### config.mk
export PLATFORM = sky130hd
export DESIGN_NAME = crc9_128_dec
export DESIGN_NICKNAME = d
export VERILOG_FILES = /design/src/rtl/crc9_128_dec.sv
export SDC_FILE = /design/constraint.sdc
export NUM_CORES = 1
export LEC_CHECK = 0
export CAP_MARGIN = 20
export CORE_UTILIZATION = 25
export DETAILED_ROUTE_END_ITERATION = 6
export PLACE_DENSITY = 0.52
export SYNTH_ARGS = -nofsm -noshare
export SYNTH_HDL_FRONTEND = slang
export SYNTH_SLANG_ARGS = --single-unit
### constraint.sdc
create_clock -name clk -period 38.9 [get_ports clk]
set_clock_uncertainty 0.15 [all_clocks]
set_input_delay 9.725 -clock clk [delete_from_list [all_inputs] [get_ports clk]]
set_output_delay 9.725 -clock clk [all_outputs]
set_load 0.02 [all_outputs]
### src/rtl/crc9_128_dec.sv
// -----------------------------------------------------------------------------
// crc9_128_dec
//
// Receive-side checker for the 137-bit crc9_128 codeword (128 data bits
// followed by 9 CRC bits, code index 0 transmitted first / coefficient x^136).
// The whole codeword is divided by the generator BPC bits per clock, MSB
// first, with init 0, no reflection and no final XOR; a clean codeword leaves
// a zero remainder.
//
// Optional build macro: CRC9_DEC_CORRECT_EN
//   When defined, a nonzero syndrome triggers a single-bit error search.
//   A register walks the syndromes x^j mod P of every code index (136-j).
//   On a match, the offending data bit is flipped in o_data and o_corrected
//   is set. When undefined, o_corrected is tied low.
//
// Ports:
//   clk          rising-edge clock
//   reset        asynchronous active-high reset
//   enable       global clock enable; low freezes every register
//   i_code       [0:136] codeword, [0:127] data, [128:136] CRC
//   i_valid      input codeword valid
//   o_ready      block can accept a codeword (registered)
//   o_data       [0:127] data field of the accepted codeword
//   o_syndrome   9-bit remainder, bit 0 = x^0
//   o_err        syndrome nonzero
//   o_corrected  single-bit correction applied
//   o_valid      result valid
//   i_ready      consumer accepts the result
// -----------------------------------------------------------------------------
module crc9_128_dec #(
    parameter int         BPC  = 8,
    parameter logic [8:0] POLY = 9'h011
) (
    input  logic         clk,
    input  logic         reset,
    input  logic         enable,
    input  logic [0:136] i_code,
    input  logic         i_valid,
    output logic         o_ready,
    output logic [0:127] o_data,
    output logic [8:0]   o_syndrome,
    output logic         o_err,
    output logic         o_corrected,
    output logic         o_valid,
    input  logic         i_ready
);

    localparam int N  = (137 + BPC - 1) / BPC;
    localparam int CW = $clog2(N + 1);

    typedef enum logic [2:0] {
        IDLE   = 3'd0,
        CALC   = 3'd1,
        DONE   = 3'd2,
        SEARCH = 3'd3,
        FIX    = 3'd4
    } state_t;

    state_t          state_reg;
    logic [0:136]    sh_reg;
    logic [0:127]    data_reg;
    logic [8:0]      rem_reg;
    logic [CW-1:0]   cnt_reg;

    logic [8:0]      rem_next;
    logic            fb;
    logic            last_chunk;

    // Fold up to BPC bits of the codeword into the remainder. Bits past the
    // end of the codeword (partial last chunk) are skipped, so the remainder
    // always covers exactly 137 bits.
    always_comb begin
        rem_next = rem_reg;
        fb       = 1'b0;
        for (int i = 0; i < BPC; i++) begin
            if (int'(cnt_reg) * BPC + i < 137) begin
                fb       = rem_next[8];
                rem_next = {rem_next[7:0], sh_reg[i]} ^ (fb ? POLY : 9'h000);
            end
        end
    end

    assign last_chunk = (cnt_reg == CW'(N - 1));

`ifdef CRC9_DEC_CORRECT_EN
    logic [8:0] s_reg;
    logic [7:0] j_reg;
    logic [7:0] flip_idx;
    logic       corrected_reg;
    logic [8:0] s_mulx;

    // s * x mod P
    assign s_mulx      = {s_reg[7:0], 1'b0} ^ (s_reg[8] ? POLY : 9'h000);
    // Step j corresponds to code index 136-j; only j >= 9 lands in data.
    assign flip_idx    = 8'd136 - j_reg;
    assign o_corrected = corrected_reg;
`else
    assign o_corrected = 1'b0;
`endif

    always_ff @(posedge clk or posedge reset) begin
        if (reset) begin
            state_reg     <= IDLE;
            o_ready       <= 1'b0;
            o_valid       <= 1'b0;
            o_data        <= '0;
            o_syndrome    <= '0;
            o_err         <= 1'b0;
            sh_reg        <= '0;
            data_reg      <= '0;
            rem_reg       <= '0;
            cnt_reg       <= '0;
`ifdef CRC9_DEC_CORRECT_EN
            s_reg         <= 9'h001;
            j_reg         <= '0;
            corrected_reg <= 1'b0;
`endif
        end else if (enable) begin
            case (state_reg)
                IDLE: begin
                    o_ready <= 1'b1;
                    if (i_valid && o_ready) begin
                        sh_reg    <= i_code;
                        data_reg  <= i_code[0:127];
                        rem_reg   <= '0;
                        cnt_reg   <= '0;
                        o_ready   <= 1'b0;
                        state_reg <= CALC;
                    end
                end

                CALC: begin
                    rem_reg <= rem_next;
                    sh_reg  <= sh_reg << BPC;
                    cnt_reg <= cnt_reg + CW'(1);
                    if (last_chunk) begin
                        o_data     <= data_reg;
                        o_syndrome <= rem_next;
                        o_err      <= |rem_next;
`ifdef CRC9_DEC_CORRECT_EN
                        corrected_reg <= 1'b0;
                        if (|rem_next) begin
                            s_reg     <= 9'h001;
                            j_reg     <= '0;
                            state_reg <= SEARCH;
                        end else begin
                            o_valid   <= 1'b1;
                            state_reg <= DONE;
                        end
`else
                        o_valid   <= 1'b1;
                        state_reg <= DONE;
`endif
                    end
                end

`ifdef CRC9_DEC_CORRECT_EN
                SEARCH: begin
                    if (s_reg == o_syndrome) begin
                        corrected_reg <= 1'b1;
                        if (j_reg >= 8'd9) begin
                            o_data[flip_idx[6:0]] <= ~o_data[flip_idx[6:0]];
                        end
                        state_reg <= FIX;
                    end else begin
                        s_reg <= s_mulx;
                        j_reg <= j_reg + 8'd1;
                        // Every code index has been tried without a match.
                        if (j_reg == 8'd136) begin
                            state_reg <= FIX;
                        end
                    end
                end

                FIX: begin
                    o_valid   <= 1'b1;
                    state_reg <= DONE;
                end
`endif

                DONE: begin
                    if (i_ready) begin
                        o_valid   <= 1'b0;
                        o_ready   <= 1'b1;
                        state_reg <= IDLE;
                    end
                end

                default: begin
                    state_reg <= IDLE;
                end
            endcase
        end
    end

endmodule
# Yosys cells after proc, flatten, opt, wreduce, memory -nomap -nowiden
# Cells that the tools add are included.
# op_classes
addsub	8
magnitude_cmp	8
n_eq_ne	6
muxes	32
bitwise	8
n_reduce_logical	12
# ops
op	count
137-bit one-hot mux with 2 select lines	1
137-bit 2-to-1 mux	1
9-bit 2-to-1 mux	9
9-bit by 5-bit bitwise XOR with 9-bit output	8
9-bit by 8-bit < comparator with 1-bit output, second input constant	7
5-bit 2-to-1 mux	9
8-bit by 3-bit adder with 9-bit output, second input constant	4
8-bit by 2-bit adder with 9-bit output, second input constant	2
9-bit one-hot mux with 2 select lines	1
3-bit AND reduction	4
5-bit one-hot mux with 2 select lines	1
8-bit by 1-bit adder with 9-bit output, second input constant	1
3-bit 2-to-1 mux	3
3-bit one-hot mux with 3 select lines	1
9-bit OR reduction	1
8-bit < comparator, second input constant	1
4-bit AND reduction	2
2-bit inequality test, second input constant	3
2-bit nonzero test	3
5-bit by 1-bit adder with 5-bit output, second input constant	1
5-bit == test, second input constant	1
1-bit 2-to-1 mux	4
1-bit one-hot mux with 2 select lines	2
3-bit by 1-bit == test with 1-bit output, second input constant	1
other kinds (3)	3
# totals
regBits	422
input_bits	142
word_cells	84

# Logic depth before layout (Yosys ltp)
# Gate-level depths: netlist of the first run.
# logic_depth
word_depth	25
mapped_depth	10
ltp_nobuf	9

# Worst setup path before layout of the first run
# No wires, ideal clock.
# synth_path
path_type	input -> register
from	in i_valid
to	reg sh_reg[100] (netlist bit)
t_arrival_ps	10885
required_ps	38683
slack_ps	27799
stages	6
n_path_buf	2
path_cell_list	nand2_1 -> nor3_1 -> clkbuf_1 -> clkbuf_1 -> nand2_1 -> nand2_1
# synth_via
elab_chain_cells	3
# synth_rtl
element	line_no	text
from (decl)	38	input logic i_valid,
1-bit logical AND	122	if (i_valid && o_ready) begin
2-bit inequality test (no line)	-	
3-bit AND reduction (no line)	-	
to (signal assigned)	123	sh_reg <= i_code;
to (signal assigned)	134	sh_reg <= sh_reg << BPC;
to (decl)	60	logic [0:136] sh_reg;
# Every way passes these cells.
# A chain may end at the register's enable or synchronous reset.

# Final worst setup path of the first run
# layout_path
from	in enable
to	reg sh_reg[50] (netlist bit)
# layout_via
elab_chain_cells	1
# layout_rtl
element	line_no	text
from (decl)	36	input logic enable,
3-bit AND reduction (no line)	-	
# Every way passes these cells.

==> metrics.log, run 1 <==
INFO  metric run_status = complete, no violations
INFO  metric reg2reg_slack = 35.52 ns
INFO  metric first_pass_grt_wire_length = 74.7 mm
INFO  metric yosysSeqAreaShare = 0.644
INFO  metric setup_total_negative_slack = 0 ns
INFO  metric post_synth_main_area_contributors = sky130_fd_sc_hd__dfrtp_1 64%, sky130_fd_sc_hd__nand2_1 12%, sky130_fd_sc_hd__mux2_1 5.9%
INFO  metric timing.critical_path.to = sh_reg[50]$_DFFE_PP0P_
INFO  metric io_buffer_count = 281
INFO  metric synth_top_cell_by_area = sky130_fd_sc_hd__dfrtp_1
INFO  metric gp_routability_congestion = 0.786
INFO  metric p_per_area = 73.7 mW/mm2
INFO  metric htree_levels = 2
INFO  metric cts.reportedPaths.clkPinSlew = 0.06 ns
INFO  metric postPlaceCellArea = 0.0200 mm2
INFO  metric finalSetupViolCount = 0
INFO  metric cpMostUsedCell = sky130_fd_sc_hd__nand2_1
INFO  metric drt_iter0_drc = 915
INFO  metric yosys.area.top_type_share = 0.644
INFO  metric core.rowCount = 93
INFO  metric drt-total-wl = 48.6 mm
INFO  metric setup.worst_path.start = enable
INFO  metric groute.usage.overall = 0.146
INFO  metric postSynthCellCount = 1430
INFO  metric hold_viol = 0
INFO  metric hold_buffers = 0
INFO  metric arrival = 13.03 ns
INFO  metric grt_overflow_total = 0
INFO  metric die_ar = 0.0665 mm2
INFO  metric cp_slowest_cell = sky130_fd_sc_hd__buf_4
INFO  metric post_synth_num_cell_types = 49
INFO  metric clock_tree.root_cell = sky130_fd_sc_hd__clkbuf_16
INFO  metric initial_core_util = 0.253
INFO  metric worstHoldStart = data_reg[24]$_DFFE_PP0P_
INFO  metric ys_seq_elements = 421
INFO  metric worstMarginPinSlew = 1.16 ns
INFO  metric cts.repair_timing.setup_buffer_count = 0
INFO  metric core_area = 0.0646 mm2
INFO  metric worst_path_largest_cell_delay = 0.81 ns
INFO  metric sink_count = 421
INFO  metric synthesis.nets = 1575
INFO  metric period_needed = 12.67 ns
INFO  metric number_of_antenna_violations_at_the_first_check_in_global_routing = 2
INFO  metric number_of_buffers_between_clock_root_and_the_deepest_sink = 3
INFO  metric cts.repair.resized = 0
INFO  metric maximum_frequency_from_static_timing_analysis = 78.9 MHz
INFO  metric path_cells = clkdlybuf4s50_1 -> nand2_1 -> nor3_2 -> buf_4 -> buf_4 -> nand2_1 -> nand2_1
INFO  metric drive_gt1_frac = 0.0923
INFO  metric dp_hpwl = 32.3 mm
INFO  metric timing.critical_path.fanout_max = 89
INFO  metric grt_pass1_vias = 12.1k
INFO  metric areaGrowthSynthToFinish = 32.7%
INFO  metric power.leakage = 11.1 nW
INFO  metric worstSetupPathType = in -> reg
INFO  metric cap_violations = 0
INFO  metric worstRegToRegCells = 7
INFO  metric rsz_0062_raised_after_global_routing = no
INFO  metric worst-path-buf-inv = 3
INFO  metric finalCritPeriodShare = 0.326
INFO  metric n_fill_cell = 6467
INFO  metric final_max_slew_viol_count = 0
INFO  metric horiz_die_dim = 258 um
INFO  metric number_of_flip_flops_in_the_largest_register = 137
INFO  metric clock_tree_from_tritoncts = done
INFO  metric endpoint_kind = flip-flop
INFO  metric clock_buffer_count_from_cts = 49
INFO  metric vias = 11.5k
INFO  metric detail_route.drc_violations = 0
INFO  metric multiInputGateArea = 0.00540 mm2
INFO  metric worst_skew_pair.late_latency = 0.59 ns
INFO  metric floorplan.io_pins = 283
INFO  metric reg2reg_to = sh_reg[50]$_DFFE_PP0P_
INFO  metric number_of_detailed_routing_iterations_run_before_antenna_repair = 5
INFO  metric syn_area_per_cell = 11.4 um2
INFO  metric ys.warnings.count = 0
INFO  metric worst-endpoint-required = 39.26 ns
INFO  metric finalInstanceArea = 0.0217 mm2
INFO  metric final_nets = 1838
INFO  metric peakVddDrop = 0.0000375 V
INFO  metric grt_max_degree = 175
INFO  metric startpoint_type = primary input
INFO  metric synth.cell_area = 0.0164 mm2
INFO  metric slew_headroom = 0.226
INFO  metric final-seq-area = 0.0105 mm2
INFO  metric worst_hold_path_type = reg -> reg
INFO  metric r2r_start = state_reg[0]$_DFFE_PP0P_
INFO  metric ant_nets = 0
INFO  metric via_to_cell_ratio = 4.46
INFO  metric floorplan.die.height = 258 um
INFO  metric worstSetupPathDepth = 7
INFO  metric timing.critical_path.max_delay_family = buffers and inverters
INFO  metric detail_route.wl_per_cell = 18.8 um
[cells by family (layout without fill, tap and decap cells)]
family          count (synthesis)  after routing  share of synthesized area
flops                         421            421                      0.644
buf+inv                        91            394                     0.0272
other cells                     1              2                   0.000229
xor+xnor                       21             21                     0.0117
mux                           146            146                      0.100
fa+ha+maj                       3              3                    0.00229
compound gates                180            180                     0.0807
simple gates                  567            567                      0.134
[cell type report]
cell class | count | share of cell area
inverter | 8 | 0.00173
antenna | 1 | 0.000115
timing repair buffer | 295 | 0.139
clock inverter | 23 | 0.0120
clock buffer | 68 | 0.0644
multi-input combinational | 918 | 0.249
tap | 855 | 0.0493
sequential | 421 | 0.485
[how the worst min path moves through the flow]
stage,endpoint,depth (start not counted)
after floorplan,data_reg[100]$_DFFE_PP0P_,2
after detailed placement,data_reg[24]$_DFFE_PP0P_,2
final,data_reg[24]$_DFFE_PP0P_,2
after CTS,data_reg[24]$_DFFE_PP0P_,2
after global placement,data_reg[125]$_DFFE_PP0P_,2
after global routing,data_reg[24]$_DFFE_PP0P_,2
[routing by layer]
| layer | wire length, um | global-route usage |
|---|---|---|
| met5 | 0 | 0 |
| met4 | 1080 | 0.0393 |
| met3 | 2880 | 0.0374 |
| met2 | 22900 | 0.235 |
| met1 | 21800 | 0.193 |
[worst min-delay path: stages (launching register included)]
cell                      delay, ns
sky130_fd_sc_hd__dfrtp_1       0.33
sky130_fd_sc_hd__nand2_1       0.05
sky130_fd_sc_hd__nand2_1       0.05
[cell usage in the layout, fill, tap and decap left out, types with 9 or more instances in the layout]
cell,count
sky130_fd_sc_hd__mux2_1,86
sky130_fd_sc_hd__nor2_1,11
sky130_fd_sc_hd__mux2_2,49
sky130_fd_sc_hd__dfrtp_1,421
sky130_fd_sc_hd__xor2_1,9
sky130_fd_sc_hd__clkinv_2,11
sky130_fd_sc_hd__nand2_1,538
sky130_fd_sc_hd__a22oi_1,127
sky130_fd_sc_hd__clkbuf_1,10
sky130_fd_sc_hd__a22o_1,14
sky130_fd_sc_hd__o21ai_0,10
sky130_fd_sc_hd__clkdlybuf4s50_1,281
sky130_fd_sc_hd__buf_4,9
sky130_fd_sc_hd__clkbuf_16,50
sky130_fd_sc_hd__xnor2_1,11
[report_power, final]
group	switching [mW]	internal, mW
combinational	0.235	0.203
sequential	0.106	0.584
clock	0.192	0.280
total	0.534	1.07
[cell usage after synthesis (all sizes together)]
cell,n
a211o,1
a211oi,1
a21bo,1
a21boi,1
a21o,1
a21oi,8
a222oi,1
a22o,14
a22oi,127
a31oi,1
a32oi,1
and2,1
buf,31
clkbuf,52
conb,1
dfrtp,421
ha,3
inv,8
mux2,135
mux2i,11
nand2,538
nand2b,2
nand3,1
nand4,3
nor2,11
nor2b,2
nor3,2
nor3b,2
nor4,1
nor4b,1
o211ai,1
o21ai,17
o22ai,4
o31ai,1
or2,1
or3,1
or3b,1
xnor2,12
xor2,9
[through the flow]
| stage | power (mW) | worst slack [ns] | std cells | utilization | hold WS (ns) |
|---|---|---|---|---|---|
| after detailed placement | 1.14 | 25.59 | 2495 | 0.310 | 0.306 |
| after global placement | 1.13 | 25.60 | 2493 | 0.309 | 0.302 |
| final | 1.60 | 26.23 | 2589 | 0.336 | 0.318 |
| after global routing | 1.70 | 25.99 | 2589 | 0.336 | 0.338 |
| after CTS | 1.63 | 26.21 | 2586 | 0.335 | 0.321 |
| after floorplan | 0.946 | 17.31 | 1430 | - | 0.289 |
Note: power is estimated with default switching activity, not from simulation.
==> run 2, diff against run 1 <==
==> constraint.sdc (replaced) <==
create_clock -name clk -period 12 [get_ports clk]
set_clock_uncertainty 0.15 [all_clocks]
set_input_delay 3 -clock clk [delete_from_list [all_inputs] [get_ports clk]]
set_output_delay 3 -clock clk [all_outputs]
set_load 0.02 [all_outputs]
==> metrics.log, run 2 (synthesis gave the netlist of run 1 again) <==
INFO  metric worst-endpoint-required = 12.35 ns (-26.91 ns)
INFO  metric floorplan.io_pins = 283 (unchanged)
INFO  metric finalCritPeriodShare = 0.462
INFO  metric timing.hold.worst_path_depth = 2 (unchanged)
INFO  metric final_nets = 1836 (-0.11%)
INFO  metric peakVddDrop = 0.000128 V (+240%)
INFO  metric number_of_antenna_violations_at_the_first_check_in_global_routing = 1 (-1)
INFO  metric endpoint_kind = flip-flop
INFO  metric io_buffer_count = 281 (unchanged)
INFO  metric floorplan.die.height = 258 um (unchanged)
INFO  metric p_seq_frac = 0.429 (-0.003)
INFO  metric htree_levels = 2 (unchanged)
INFO  metric finalSetupViolCount = 0 (unchanged)
INFO  metric gp_routability_congestion = 0.821 (+4.5%)
INFO  metric worst-path-buf-inv = 2 (-1)
INFO  metric groute.usage.overall = 0.144 (-0.00137)
INFO  metric n_fill_cell = 6479 (+0.19%)
INFO  metric met3RoutedLength = 3.03 mm (+5.1%)
INFO  metric final_max_slew_viol_count = 0 (unchanged)
INFO  metric horiz_die_dim = 258 um (unchanged)
INFO  metric period_needed = 5.54 ns
INFO  metric vias = 11.5k (-0.13%)
INFO  metric routed-wl-met2 = 23.0 mm (+0.45%)
INFO  metric clock_buffer_count_from_cts = 50 (+2.0%)
INFO  metric sink_count = 421 (unchanged)
INFO  metric first_pass_grt_wire_length = 74.3 mm (-0.48%)
INFO  metric detail_route.wl_per_cell = 18.6 um (-0.86%)
INFO  metric worstSetupPathDepth = 5 (-2)
INFO  metric cts.repair.resized = 0 (unchanged)
INFO  metric reg2reg_slack = 8.96 ns (-26.56 ns)
INFO  metric worst_skew_pair.late_latency = 0.58 ns (about the same)
INFO  metric cts.repair_timing.setup_buffer_count = 0 (unchanged)
INFO  metric slew_headroom = 0.319 (+0.0933)
INFO  metric power.switching = 1.72 mW (+220%)
INFO  metric cp_slowest_cell = sky130_fd_sc_hd__or3b_4
INFO  metric cap_violations = 0 (unchanged)
INFO  metric drt-total-wl = 48.0 mm (-1.2%)
INFO  metric worstRegToRegCells = 5 (-2)
INFO  metric maxUsedRoutingLayer = met5
INFO  metric met1Wirelength = 21.0 mm (-3.4%)
INFO  metric areaGrowthSynthToFinish = 32.2%
INFO  metric clock_tree.root_cell = sky130_fd_sc_hd__clkbuf_16
INFO  metric worstMarginPinSlew = 1.02 ns (-0.140 ns)
INFO  metric final-seq-area = 0.0105 mm2 (unchanged)
INFO  metric number_of_detailed_routing_iterations_run_before_antenna_repair = 5 (unchanged)
INFO  metric drive_gt1_frac = 0.0886 (-0.00368)
INFO  metric die_ar = 0.0665 mm2 (unchanged)
INFO  metric share_clk_of_total_power = 0.297 (+0.002)
INFO  metric timing.critical_path.fanout_max = 81 (-9.0%)
INFO  metric insertedDiodeCount = 0 (-1)
INFO  metric initial_core_util = 0.253 (unchanged)
INFO  metric number_of_flip_flops_in_the_largest_register = 137 (unchanged)
INFO  metric most_common_cell_after_layout_fill_and_taps_aside = sky130_fd_sc_hd__nand2_1
INFO  metric grt_max_degree = 178 (+1.7%)
INFO  metric core_area = 0.0646 mm2 (unchanged)
INFO  metric clock_tree_from_tritoncts = done
INFO  metric worst_path_largest_cell_delay = 0.89 ns (+0.08 ns)
INFO  metric hold_viol = 0 (unchanged)
INFO  metric combinational_fraction_of_design_power = 0.274 (about the same)
INFO  metric setup_total_negative_slack = 0 ns (unchanged)
INFO  metric power_switching_share = 0.331 (-0.00256)
INFO  metric worstSetupPathType = in -> reg
INFO  metric hold_buffers = 0 (unchanged)
INFO  metric detail_route.drc_violations = 0 (unchanged)
INFO  metric grt_overflow_total = 0 (unchanged)
INFO  metric power_report.internal_total = 3.48 mW (+230%)
INFO  metric cts.reportedPaths.clkPinSlew = 0.05 ns (about the same)
INFO  metric via_to_cell_ratio = 4.46 (+0.18%)
INFO  metric run_status = complete, no violations
INFO  metric drt_iter0_drc = 660 (-28%)
INFO  metric power.leakage = 11.0 nW (-0.47%)
INFO  metric timing.hold.ws = 0.313 ns (-0.00435 ns)
INFO  metric ant_nets = 0 (unchanged)
INFO  metric timing.critical_path.max_delay_family = buffers and inverters
INFO  metric rsz_0062_raised_after_global_routing = no
INFO  metric dp_hpwl = 31.9 mm (-1.2%)
INFO  metric arrival = 5.89 ns (-7.14 ns)
INFO  metric p_per_area = 241 mW/mm2 (+230%)
INFO  metric number_of_buffers_between_clock_root_and_the_deepest_sink = 3 (unchanged)
INFO  metric grt_pass1_vias = 12.0k (-1.4%)
INFO  metric worst_hold_path_type = reg -> reg
INFO  metric final_cell_mix = 538 x sky130_fd_sc_hd__nand2_1, 421 x sky130_fd_sc_hd__dfrtp_1, 281 x sky130_fd_sc_hd__clkdlybuf4s50_1, 127 x sky130_fd_sc_hd__a22oi_1, 86 x sky130_fd_sc_hd__mux2_1
INFO  metric core.rowCount = 93 (unchanged)
INFO  metric multiInputGateArea = 0.00540 mm2 (unchanged)
INFO  metric maximum_frequency_from_static_timing_analysis = 180 MHz
INFO  metric path_cells = clkdlybuf4s50_1 -> or3b_4 -> buf_4 -> a22oi_1 -> nand2_1
INFO  metric startpoint_type = primary input
run 2: cell count changes in the layout (fill, tap and decap cells not counted), moves of 2 or more:
cell / delta
sky130_fd_sc_hd__inv_6: -2
sky130_fd_sc_hd__clkinv_2: -5
sky130_fd_sc_hd__buf_16: -4
sky130_fd_sc_hd__clkinvlp_4: +2
run 2: worst reg2reg max path, stage by stage, from the launching register on:
cell and delay (ns):
sky130_fd_sc_hd__dfrtp_1 0.44, sky130_fd_sc_hd__a21oi_1 0.22, sky130_fd_sc_hd__or3b_4 0.74, sky130_fd_sc_hd__buf_4 0.95
sky130_fd_sc_hd__a22oi_1 0.36, sky130_fd_sc_hd__nand2_1 0.12
run 2: final timing paths:
kind                                                from                  endpoint
min in group asynchronous                          reset   o_data[115]$_DFFE_PP0P_
worst min register to register  data_reg[85]$_DFFE_PP0P_  data_reg[85]$_DFFE_PP0P_
worst min-delay path            data_reg[85]$_DFFE_PP0P_  data_reg[85]$_DFFE_PP0P_
max in group asynchronous                          reset     o_data[3]$_DFFE_PP0P_
worst max-delay path                              enable    sh_reg[39]$_DFFE_PP0P_
worst max register to register  state_reg[0]$_DFFE_PP0P_    sh_reg[39]$_DFFE_PP0P_
run 2: layout make-up:
| type | count | area share |
|---|---|---|
| Timing Repair Buffer | 292 | 0.135 |
| Multi-Input combinational cell | 918 | 0.249 |
| Sequential cell | 421 | 0.487 |
| Clock buffer | 70 | 0.0664 |
| Tap cell | 855 | 0.0494 |
| Clock inverter | 17 | 0.0112 |
| Inverter | 8 | 0.00156 |
run 2: power by group through the flow:
stage / Sequential [mW] / Clock (mW) / Combinational [mW]
finish: 2.23 / 1.55 / 1.43
global route: 2.30 / 1.66 / 1.58
CTS: 2.25 / 1.61 / 1.45
detailed placement: 2.26 / 0 / 1.44
global placement: 2.26 / 0 / 1.41
floorplan: 2.27 / 0 / 0.794
run 2: metal layers:
layer  vias to the layer above  global-route usage
li1                       5327                   -
met5                         -                   0
met3                        73              0.0398
met4                         2              0.0380
met2                       281               0.236
met1                      5837               0.187
run 2: stage by stage:
step	std cells	utilization	instance area (um2)	power [mW]	setup WS, ns
2_1_floorplan	1430	-	16400	3.07	3.17
3_3_place_gp	2494	0.309	20000	3.67	6.00
3_5_place_dp	2494	0.309	20000	3.70	5.87
4_1_cts	2581	0.335	21600	5.30	6.50
5_1_grt	2581	0.335	21600	5.54	6.29
6_report	2581	0.335	21600	5.21	6.46
